### src/rtl/dmem_port_arbiter_if.sv
// Bus bundle between the X-stage request, the auxiliary requester and the data RAM port.
// slave = arbiter side, master = pipeline/aux/RAM side.
interface dmem_port_arbiter_if #(
  parameter int ADDR_W = 12
);
  logic              cpu_req;
  logic [3:0]        cpu_we;
  logic [ADDR_W-1:0] cpu_addr;
  logic [31:0]       cpu_din;
  logic              cpu_stall;

  logic              aux_valid;
  logic              aux_ready;
  logic [3:0]        aux_we;
  logic [ADDR_W-1:0] aux_addr;
  logic [31:0]       aux_din;
  logic              aux_rvalid;
  logic [31:0]       aux_rdata;

  logic [3:0]        ram_we;
  logic [ADDR_W-1:0] ram_addr;
  logic [31:0]       ram_din;
  logic [31:0]       ram_dout;

  modport slave (
    input  cpu_req, cpu_we, cpu_addr, cpu_din,
    output cpu_stall,
    input  aux_valid, aux_we, aux_addr, aux_din,
    output aux_ready, aux_rvalid, aux_rdata,
    output ram_we, ram_addr, ram_din,
    input  ram_dout
  );

  modport master (
    output cpu_req, cpu_we, cpu_addr, cpu_din,
    input  cpu_stall,
    output aux_valid, aux_we, aux_addr, aux_din,
    input  aux_ready, aux_rvalid, aux_rdata,
    input  ram_we, ram_addr, ram_din,
    output ram_dout
  );
endinterface

### src/rtl/dmem_port_arbiter.sv
// Data-RAM port arbiter: CPU fixed priority, aux valid/ready with 0-cycle grant and 1-cycle read return.
// ARB_STARVE_EN adds the starvation guard that stalls the CPU for one cycle to force an aux grant.
module dmem_port_arbiter #(
  parameter int ADDR_W       = 12,
  parameter int STARVE_LIMIT = 8
) (
  input  logic                 clk,
  input  logic                 rst,
  dmem_port_arbiter_if.slave   bus
);

  if (STARVE_LIMIT < 1 || STARVE_LIMIT > 255) begin : gBadLimit
    $error("dmem_port_arbiter: STARVE_LIMIT out of range 1..255");
  end

  logic              cpuOwn;
  logic              auxOwn;
  logic              forceGrant;
  logic              rdPend;
  logic [31:0]       rdataQ;
  logic [ADDR_W-1:0] addrQ;
  logic [31:0]       dinQ;

`ifdef ARB_STARVE_EN
  typedef enum logic {S_NORM, S_FORCE} state_t;

  localparam logic [7:0] LIMIT8 = 8'(STARVE_LIMIT);

  state_t     state;
  logic [7:0] starveCnt;
  logic [7:0] cntInc;

  assign cntInc = (starveCnt == 8'hFF) ? starveCnt : starveCnt + 8'd1;

  // Compare against the incremented count so the forced grant lands on denial LIMIT+1.
  always_ff @(posedge clk) begin
    if (rst) begin
      state     <= S_NORM;
      starveCnt <= 8'd0;
    end else if (state == S_FORCE) begin
      state     <= S_NORM;
      starveCnt <= 8'd0;
    end else if (bus.aux_valid && bus.cpu_req) begin
      starveCnt <= cntInc;
      if (cntInc == LIMIT8)
        state <= S_FORCE;
    end else begin
      starveCnt <= 8'd0;
    end
  end

  assign forceGrant = (state == S_FORCE);
`else
  assign forceGrant = 1'b0;
`endif

  always_comb begin
    cpuOwn = 1'b0;
    auxOwn = 1'b0;
    if (!rst) begin
      if (forceGrant)
        auxOwn = bus.aux_valid;
      else if (bus.cpu_req)
        cpuOwn = 1'b1;
      else
        auxOwn = bus.aux_valid;
    end
  end

  assign bus.cpu_stall = forceGrant && !rst;
  assign bus.aux_ready = auxOwn;

  assign bus.ram_we   = cpuOwn ? bus.cpu_we   : (auxOwn ? bus.aux_we   : 4'b0000);
  assign bus.ram_addr = rst ? '0 : (cpuOwn ? bus.cpu_addr : (auxOwn ? bus.aux_addr : addrQ));
  assign bus.ram_din  = rst ? '0 : (cpuOwn ? bus.cpu_din  : (auxOwn ? bus.aux_din  : dinQ));

  assign bus.aux_rvalid = rdPend && !rst;
  assign bus.aux_rdata  = rst ? 32'd0 : (rdPend ? bus.ram_dout : rdataQ);

  always_ff @(posedge clk) begin
    if (rst) begin
      rdPend <= 1'b0;
      rdataQ <= 32'd0;
      addrQ  <= '0;
      dinQ   <= 32'd0;
    end else begin
      rdPend <= auxOwn && (bus.aux_we == 4'b0000);
      if (rdPend)
        rdataQ <= bus.ram_dout;
      // Idle cycles replay the last owner's address so the RAM sees no spurious change.
      if (cpuOwn || auxOwn) begin
        addrQ <= bus.ram_addr;
        dinQ  <= bus.ram_din;
      end
    end
  end

endmodule

### src/flat_wrapper.sv
// flat-port wrapper written by rule: the top's interface ports become plain ports
module dmem_port_arbiter_flat 
#(
  parameter int ADDR_W       = 12,
  parameter int STARVE_LIMIT = 8
)
  (clk, rst, bus_cpu_req, bus_cpu_we, bus_cpu_addr, bus_cpu_din, bus_cpu_stall, bus_aux_valid, bus_aux_we, bus_aux_addr, bus_aux_din, bus_aux_ready, bus_aux_rvalid, bus_aux_rdata, bus_ram_we, bus_ram_addr, bus_ram_din, bus_ram_dout);
  dmem_port_arbiter_if #(.ADDR_W(ADDR_W)) bus_i ();
  input  logic clk;
  input  logic rst;
  input wire logic [$bits(bus_i.cpu_req)-1:0] bus_cpu_req;
  input wire logic [$bits(bus_i.cpu_we)-1:0] bus_cpu_we;
  input wire logic [$bits(bus_i.cpu_addr)-1:0] bus_cpu_addr;
  input wire logic [$bits(bus_i.cpu_din)-1:0] bus_cpu_din;
  output wire logic [$bits(bus_i.cpu_stall)-1:0] bus_cpu_stall;
  input wire logic [$bits(bus_i.aux_valid)-1:0] bus_aux_valid;
  input wire logic [$bits(bus_i.aux_we)-1:0] bus_aux_we;
  input wire logic [$bits(bus_i.aux_addr)-1:0] bus_aux_addr;
  input wire logic [$bits(bus_i.aux_din)-1:0] bus_aux_din;
  output wire logic [$bits(bus_i.aux_ready)-1:0] bus_aux_ready;
  output wire logic [$bits(bus_i.aux_rvalid)-1:0] bus_aux_rvalid;
  output wire logic [$bits(bus_i.aux_rdata)-1:0] bus_aux_rdata;
  output wire logic [$bits(bus_i.ram_we)-1:0] bus_ram_we;
  output wire logic [$bits(bus_i.ram_addr)-1:0] bus_ram_addr;
  output wire logic [$bits(bus_i.ram_din)-1:0] bus_ram_din;
  input wire logic [$bits(bus_i.ram_dout)-1:0] bus_ram_dout;
  assign bus_i.cpu_req = bus_cpu_req;
  assign bus_i.cpu_we = bus_cpu_we;
  assign bus_i.cpu_addr = bus_cpu_addr;
  assign bus_i.cpu_din = bus_cpu_din;
  assign bus_cpu_stall = bus_i.cpu_stall;
  assign bus_i.aux_valid = bus_aux_valid;
  assign bus_i.aux_we = bus_aux_we;
  assign bus_i.aux_addr = bus_aux_addr;
  assign bus_i.aux_din = bus_aux_din;
  assign bus_aux_ready = bus_i.aux_ready;
  assign bus_aux_rvalid = bus_i.aux_rvalid;
  assign bus_aux_rdata = bus_i.aux_rdata;
  assign bus_ram_we = bus_i.ram_we;
  assign bus_ram_addr = bus_i.ram_addr;
  assign bus_ram_din = bus_i.ram_din;
  assign bus_i.ram_dout = bus_ram_dout;
  dmem_port_arbiter #(.ADDR_W(ADDR_W), .STARVE_LIMIT(STARVE_LIMIT)) u_core (.clk(clk), .rst(rst), .bus(bus_i));
endmodule
### config.mk
export PLATFORM = sky130hd
export DESIGN_NAME = dmem_port_arbiter_flat
export DESIGN_NICKNAME = d
export VERILOG_FILES = /design/src/rtl/dmem_port_arbiter_if.sv /design/src/rtl/dmem_port_arbiter.sv /design/src/flat_wrapper.sv
export SDC_FILE = /design/constraint.sdc
export NUM_CORES = 1
export LEC_CHECK = 0
export ABC_AREA = 1
export BUFFER_PORTS_ARGS = -buffer_cell sky130_fd_sc_hd__buf_2
export CAP_MARGIN = 20
export CORE_ASPECT_RATIO = 0.8
export CORE_MARGIN = 2
export CORE_UTILIZATION = 35
export CTS_BUF_LIST = sky130_fd_sc_hd__clkbuf_4 sky130_fd_sc_hd__clkbuf_8
export DETAILED_ROUTE_END_ITERATION = 10
export PLACE_DENSITY = 0.67
export SYNTH_ARGS = -nofsm -noshare
export SYNTH_HDL_FRONTEND = slang
export SYNTH_SLANG_ARGS = --single-unit
### constraint.sdc
create_clock -name clk -period 1.25 [get_ports clk]
set_input_delay 0.1875 -clock clk [delete_from_list [all_inputs] [get_ports clk]]
set_output_delay 0.1875 -clock clk [all_outputs]
set_load 0.02 [all_outputs]
## After elaboration in Yosys (flattened, before gate mapping)

Cells that the tools add are included.

- Multiplexer cells: 14
- Reductions and logical operators: 5

Operator list:

| kind | number |
|---|---|
| $mux 32 | 5 |
| $mux 12 | 3 |
| $mux 4 | 2 |
| $logic_not 4->1 | 1 |
| $mux 1 | 4 |
| $logic_and 1x1->1 | 2 |
| $logic_not 1->1 | 1 |
| $logic_or 1x1->1 | 1 |

- Flip-flop bits (word level): 77
- Output and inout port bits: 83

## Logic depth before layout (Yosys ltp)

Gate-level depths: netlist (run 1).

- Depth in word-level cells: 5
- Depth in mapped cells: 8

## Least setup slack after synthesis (run 1)

No wires, ideal clock.

- Path kind: register to output
- Start point: register u_core.rdPend
- End point: output bus_aux_rdata[10]
- Arrival time: 1.110 ns
- Data required time: 1.062 ns
- Setup slack: -0.047 ns
- Stages on the path, launching flop included: 5
- Path buffers: 1
- Cells stage by stage: dfxtp_1 -> inv_1 -> clkbuf_1 -> nor2_1 -> nor2_1

- Longest elaborated chain between the ends: 2

RTL lines:

| element | RTL line | source |
|---|---|---|
| from (decl) | dmem_port_arbiter.sv:19 | `logic rdPend;` |
| from (signal assigned) | dmem_port_arbiter.sv:87 | `rdPend <= auxOwn && (bus.aux_we == 4'b0000);` |
| $mux 32 (2 in a row) | dmem_port_arbiter.sv:78 | `assign bus.aux_rdata = rst ? 32'd0 : (rdPend ? bus.ram_dout : rdataQ);` |
| to (decl) | flat_wrapper.sv:22 | `output wire logic [$bits(bus_i.aux_rdata)-1:0] bus_aux_rdata;` |

No other way between the ends.

## Worst setup path after layout (run 1)

- Start point: register u_core.rdPend
- End point: output bus_aux_rdata[0]

The elaborated chain is that of the path after synthesis.

==> results.py, run 1 <==
metrics = {
    "route": {
        "first_pass_iters": 5,
        "wl_um": 19800,
        "drtIter0Drc": 295,
        "antenna_left": 0,
        "post_drt_wl_per_cell_um": 18.9,
        "drc": 0,
        "vias": 5393,
        "via_per_inst": 5.16,
    },
    "clock_network": {
        "clock_latency_ns": 0.36,
        "cts.clk_slew.worst_paths_ns": 0.09,
        "clock-sinks": 77,
        "clock_path_buffers": 2,
        "cts-root-buf": "clkbuf_8",
        "ctsHtreeMaxLevel": 3,
        "numCtsBuffers": 9,
        "cts_tree": "yes",
    },
    "global_routing": {
        "grt_overflow": 0,
        "grt_first_pass_wirelength_um": 26600,
        "grt_use_met3_pct": 6.58,
        "grtUsageMet1_pct": 32.8,
        "grt_pass1_vias": 5337,
        "antenna_found_initial": 0,
        "grt_start_max_net_pins": 56,
        "use_met2_pct": 57.0,
        "gr-usage-all-layers_pct": 30.1,
        "busiest_layer": "met2",
    },
    "cells_and_area": {
        "final_area_um2": 8480,
        "layout_common_cells": "129 x buf_2, 111 x buf_4, 105 x buf_6",
        "antenna_cells": 0,
        "drive_gt1_share_pct": 75.2,
        "layout_commonest_cell": "buf_2",
        "area_growth_pct": 133,
        "fillers": 565,
        "nets": 1033,
    },
    "worst_setup_path": {
        "worst-path-buf-inv": 3,
        "crit_path_top_delay_cell": "dfxtp_4",
        "path_cells": "inv_6 > buf_12 > nor2_1 > nor2_1 > buf_4",
        "worstPathArrival_ns": 1.40,
        "max_stage_delay_ns": 0.42,
        "critPathKind": "reg -> out",
        "worstPathRequired_ns": 1.06,
        "worst_setup_path_startpoint": "u_core.rdPend",
        "worstSetupStartpointType": "register",
        "end_kind": "output pin",
        "rrSetupSlack_ns": 0,
        "crit_path_max_fanout": 9,
        "cp_common_cell": "nor2_1",
        "worstReg2RegStart": "u_core.dinQ[15]",
        "critPathTopFamily": "flip-flops",
    },
    "yosys": {
        "yosys.area_share.xor_xnor_pct": 0,
        "synth_top_area_share_pct": 42.3,
        "synthCells": 546,
        "synthAdderAreaFrac_pct": 0,
        "ys_warn_count": 0,
        "syn_nets": 678,
        "synthMuxAreaShare_pct": 0,
        "avgSynthCellArea_um2": 6.68,
        "synth_top_family_by_area": "simple AND/OR/NAND/NOR gates",
        "synth-simple-area-share_pct": 37.1,
        "synth_area_leaders": "dfxtp_1 42%, nand3_1 12%, nand2_1 10%, inv_1 9.5%, nand4_1 7.6%",
        "yosysTopAreaCell": "dfxtp_1",
        "synth.distinct_cells": 18,
        "synth_area_um2": 3640,
        "ys_seq_area_share_pct": 42.3,
        "synth_compound_area_share_pct": 4.67,
        "yosys_register_bits": 77,
    },
    "timing": {
        "finalSetupViolCount": 81,
        "report.final.hold_viol_count": 0,
        "drv_slew": 0,
        "holdWs_ns": 0.0860,
        "layout_setup_ws_ns": -0.335,
        "min_period_over_period_pct": 127,
        "fin_skew_ns": 0.00951,
        "fin_crit_ns": 1.58,
        "rsz0062_at_grt": "true",
        "clock.fmax_mhz": 631,
    },
    "floorplan": {
        "ios": 215,
        "core.rowCount": 33,
        "dieArea_um2": 11300,
        "start_util_pct": 35.7,
        "core_um2": 10200,
        "die_h_um": 95.3,
        "die_w_um": 118,
    },
    "power_and_ir_drop": {
        "p_leak_nw": 4.52,
        "power_mw": 7.19,
        "p_per_area_nw_per_um2": 849,
        "peakVddDrop_mv": 0.600,
    },
    "job": {
        "maxCapViolCount": 0,
    },
    "placement": {
        "port_buffers": 213,
        "place_area_um2": 5310,
        "hpwl_um": 8400,
        "gp_congestion": 0.851,
    },
    "status": {
        "status": "finished with violations",
        "violations": "setup timing",
    },
    "hold_path": {
        "hold_path.class": "in -> reg",
        "hp-start": "bus_ram_dout[30]",
    },
}
## through the flow
step | util, % | TNS, ns | std cells | worst slack, ns
finish | 83.1 | -14.33 | 1046 | -0.335
global route | 83.1 | -17.92 | 1046 | -0.381
CTS | 77.7 | -14.66 | 1048 | -0.307
detailed placement | 52.0 | -9.67 | 911 | -0.210
global placement | 52.0 | -6.77 | 911 | -0.177
floorplan | - | 0 | 546 | 0.0236
## cell usage after synthesis
library cell	instances
nor4_1	1
clkbuf_1	10
inv_6	1
buf_4	5
o21ai_0	34
inv_1	92
buf_1	2
nand4_1	44
nand3_1	89
conb_1	1
nand2_1	97
nand2_4	1
dfxtp_1	77
nor2_1	65
nand2_2	1
buf_6	2
inv_2	2
buf_2	22
## flip-flops by register name (all words and copies together), names as in the netlist
signal and cells:
u_core.addrQ 12, u_core.rdPend 1, u_core.rdataQ 32, u_core.dinQ 32
## power breakdown
| group | total [mW] | internal [mW] | switching, mW |
|---|---|---|---|
| clock network | 2.43 | 1.44 | 0.995 |
| registers | 2.62 | 2.55 | 0.0700 |
| logic | 2.14 | 1.11 | 1.03 |
## layout make-up
class	instances	area (um2)	area share, %
multi-input cells	333	2550	30.0
well taps	140	175	2.07
flip-flops and latches	77	1570	18.5
clock buffers	11	151	1.79
inverters	95	395	4.66
repair buffers	385	3530	41.7
clock inverters	5	106	1.25
## routing by layer
| layer | part of all wire (%) | routed length (um) |
|---|---|---|
| met4 | 3.8 | 758 |
| met1 | 37 | 7380 |
| met2 | 52 | 10300 |
| met5 | 0 | 0 |
| met3 | 6.8 | 1350 |
## worst reg2reg max path: cells and delay by family, from the launching register on
| kind | cells | cell delay (ns) |
|---|---|---|
| flops | 1 | 0.36 |
| buf+inv | 6 | 0.61 |
| simple gates | 3 | 0.23 |
## final timing paths
kind,endpoint,cells past startpoint
worst max register to register,u_core.dinQ[15],9
worst min-delay path,u_core.rdataQ[30],3
worst max-delay path,bus_aux_rdata[0],5
worst min register to register,u_core.rdataQ[7],2
## repair_timing
item | CTS | global route
setup endpoints to repair | 82 | 101
endpoints found under the hold margin | 1 | 0
buffers inserted | 108 | 18
gates resized for setup | 383 | 177
pin swaps | 52 | 86
cloned | 11 | 8
hold buffers | 2 | 0
## logic make-up after synthesis
logic type | after synthesis
other | 1
AND/OR/NAND/NOR | 298
flip-flops | 77
buffers and inverters | 136
AO/OA/AOI/OAI | 34
No activity file was read; power rests on OpenSTA's default activity.
==> run 2: changes to the inputs <==
Settings changed: SETUP_SLACK_MARGIN set to 0.15.
==> results.py, run 2 (synthesis results as in run 1) <==
metrics = {
    "status": {
        "status": "finished with violations",
        "violations": "setup timing",
    },
    "timing": {
        "layout_setup_ws_ns": -0.375,
        "tns_ns": -24.33,
        "finalSetupViolCount": 95,
        "rsz0062_at_grt": "true",
        "clock.fmax_mhz": 615,
        "fin_skew_ns": 0.0108,
        "drv_slew": 0,
        "fin_crit_ns": 1.62,
        "report.final.hold_viol_count": 0,
        "holdWs_ns": 0.101,
        "min_period_over_period_pct": 130,
    },
    "power_and_ir_drop": {
        "seq_power_share_pct": 37.6,
        "p_per_area_nw_per_um2": 753,
        "peakVddDrop_mv": 0.728,
        "internal_power_mw": 4.72,
        "p_leak_nw": 4.81,
        "p_switching_mw": 2.23,
        "switching_share_pct": 32.1,
        "power_frac_comb_pct": 34.3,
        "power_frac_clock_pct": 28.2,
    },
    "global_routing": {
        "grt_first_pass_wirelength_um": 27700,
        "antenna_found_initial": 0,
        "gr-usage-all-layers_pct": 31.4,
        "grt_start_max_net_pins": 32,
        "grt_pass1_vias": 5636,
        "grt_overflow": 0,
    },
    "clock_network": {
        "clock-sinks": 77,
        "ctsHtreeMaxLevel": 3,
        "clock_latency_ns": 0.37,
        "cts-root-buf": "clkbuf_8",
        "clock_path_buffers": 2,
        "cts_tree": "yes",
        "numCtsBuffers": 9,
        "cts.clk_slew.worst_paths_ns": 0.10,
    },
    "hold_path": {
        "hold_path.class": "in -> reg",
    },
    "route": {
        "first_pass_iters": 4,
        "wl_um": 22400,
        "drtIter0Drc": 287,
        "via_per_inst": 5.32,
        "drc": 0,
        "vias": 5714,
        "antenna_left": 0,
        "post_drt_wl_per_cell_um": 20.9,
    },
    "worst_setup_path": {
        "path_cells": "buf_8 > o21ai_1 > nor2_2 > buf_6",
        "end_kind": "output pin",
        "critPathTopFamily": "flip-flops",
        "max_stage_delay_ns": 0.48,
        "worstPathArrival_ns": 1.44,
        "critPathKind": "reg -> out",
        "crit_path_max_fanout": 7,
        "crit_path_top_delay_cell": "dfxtp_4",
        "worstPathRequired_ns": 1.06,
        "worst-path-buf-inv": 2,
        "worstSetupStartpointType": "register",
    },
    "placement": {
        "place_area_um2": 5310,
        "hpwl_um": 8610,
        "gp_congestion": 0.856,
        "port_buffers": 213,
    },
    "cells_and_area": {
        "final_area_um2": 9220,
        "largestRegisters": "u_core.dinQ x32, u_core.rdataQ x32, u_core.addrQ x12",
        "area_growth_pct": 153,
        "drive_gt1_share_pct": 78.8,
        "layout_common_cells": "168 x buf_6, 129 x buf_2, 76 x dfxtp_1",
        "nets": 1061,
        "layout_commonest_cell": "buf_6",
        "antenna_cells": 0,
    },
    "floorplan": {
        "ios": 215,
        "start_util_pct": 35.7,
        "dieArea_um2": 11300,
        "die_w_um": 118,
        "die_h_um": 95.3,
        "core_um2": 10200,
        "core.rowCount": 33,
    },
    "job": {
        "maxCapViolCount": 0,
    },
}
==> run 2: layout make-up <==
class | count | area (um2)
flip-flops and latches | 77 | 1550
multi-input cells | 333 | 2810
well taps | 140 | 175
inverters | 95 | 393
clock buffers | 9 | 124
fillers | 438 | 977
repair buffers | 413 | 4100
clock inverters | 7 | 75.1
==> run 2: path summary, 6_finish.rpt <==
kind                     start  cells after the start  slack (ns)           endpoint
min reg2reg  u_core.rdataQ[18]                      2        0.52  u_core.rdataQ[18]
min           bus_ram_dout[21]                      3        0.10  u_core.rdataQ[21]
max reg2reg      u_core.rdPend                      7       -0.10   u_core.rdataQ[1]
max              u_core.rdPend                      4       -0.37   bus_aux_rdata[2]
==> run 2: layer usage <==
metal | share of wire (%) | GRT usage [%] | up-vias
met3 | 5.9 | 6.58 | 121
met5 | 0 | 0 | -
met4 | 5.5 | 18.6 | 0
met1 | 36 | 33.4 | 2724
li1 | - | - | 2520
met2 | 53 | 58.1 | 349
==> run 2: stage by stage <==
stage	utilization [%]	total power, mW	std cells	setup WS (ns)
finish	90.4	6.95	1074	-0.375
global route	90.4	7.16	1074	-0.410
CTS	79.7	6.43	1054	-0.276
detailed placement	52.1	3.71	916	-0.181
global placement	52.1	3.69	916	-0.158
floorplan	-	3.19	546	0.0675
==> run 2: worst reg2reg max path: stages (launching register included) <==
cell and delay, ns:
dfxtp_4 0.48, inv_8 0.08, buf_8 0.16, nor2_4 0.12
nor2_4 0.05, buf_4 0.14, buf_4 0.12, buf_4 0.11
==> run 2: what timing repair did <==
item / CTS / global route
setup endpoints to repair: 82 / 106
setup buffers: 99 / 17
pin swaps: 70 / 54
gates resized for setup: 435 / 214
cloned: 21 / 3
endpoints found under the hold margin: 1 / 0
hold buffers: 2 / 0
==> run 2: power by group through the flow <==
stage / registers, mW / clock network, mW / logic, mW
6_report: 2.61 / 1.96 / 2.38
5_1_grt: 2.61 / 2.06 / 2.48
4_1_cts: 2.58 / 1.95 / 1.91
3_5_place_dp: 2.62 / 0 / 1.09
3_3_place_gp: 2.62 / 0 / 1.08
2_1_floorplan: 2.62 / 0 / 0.580
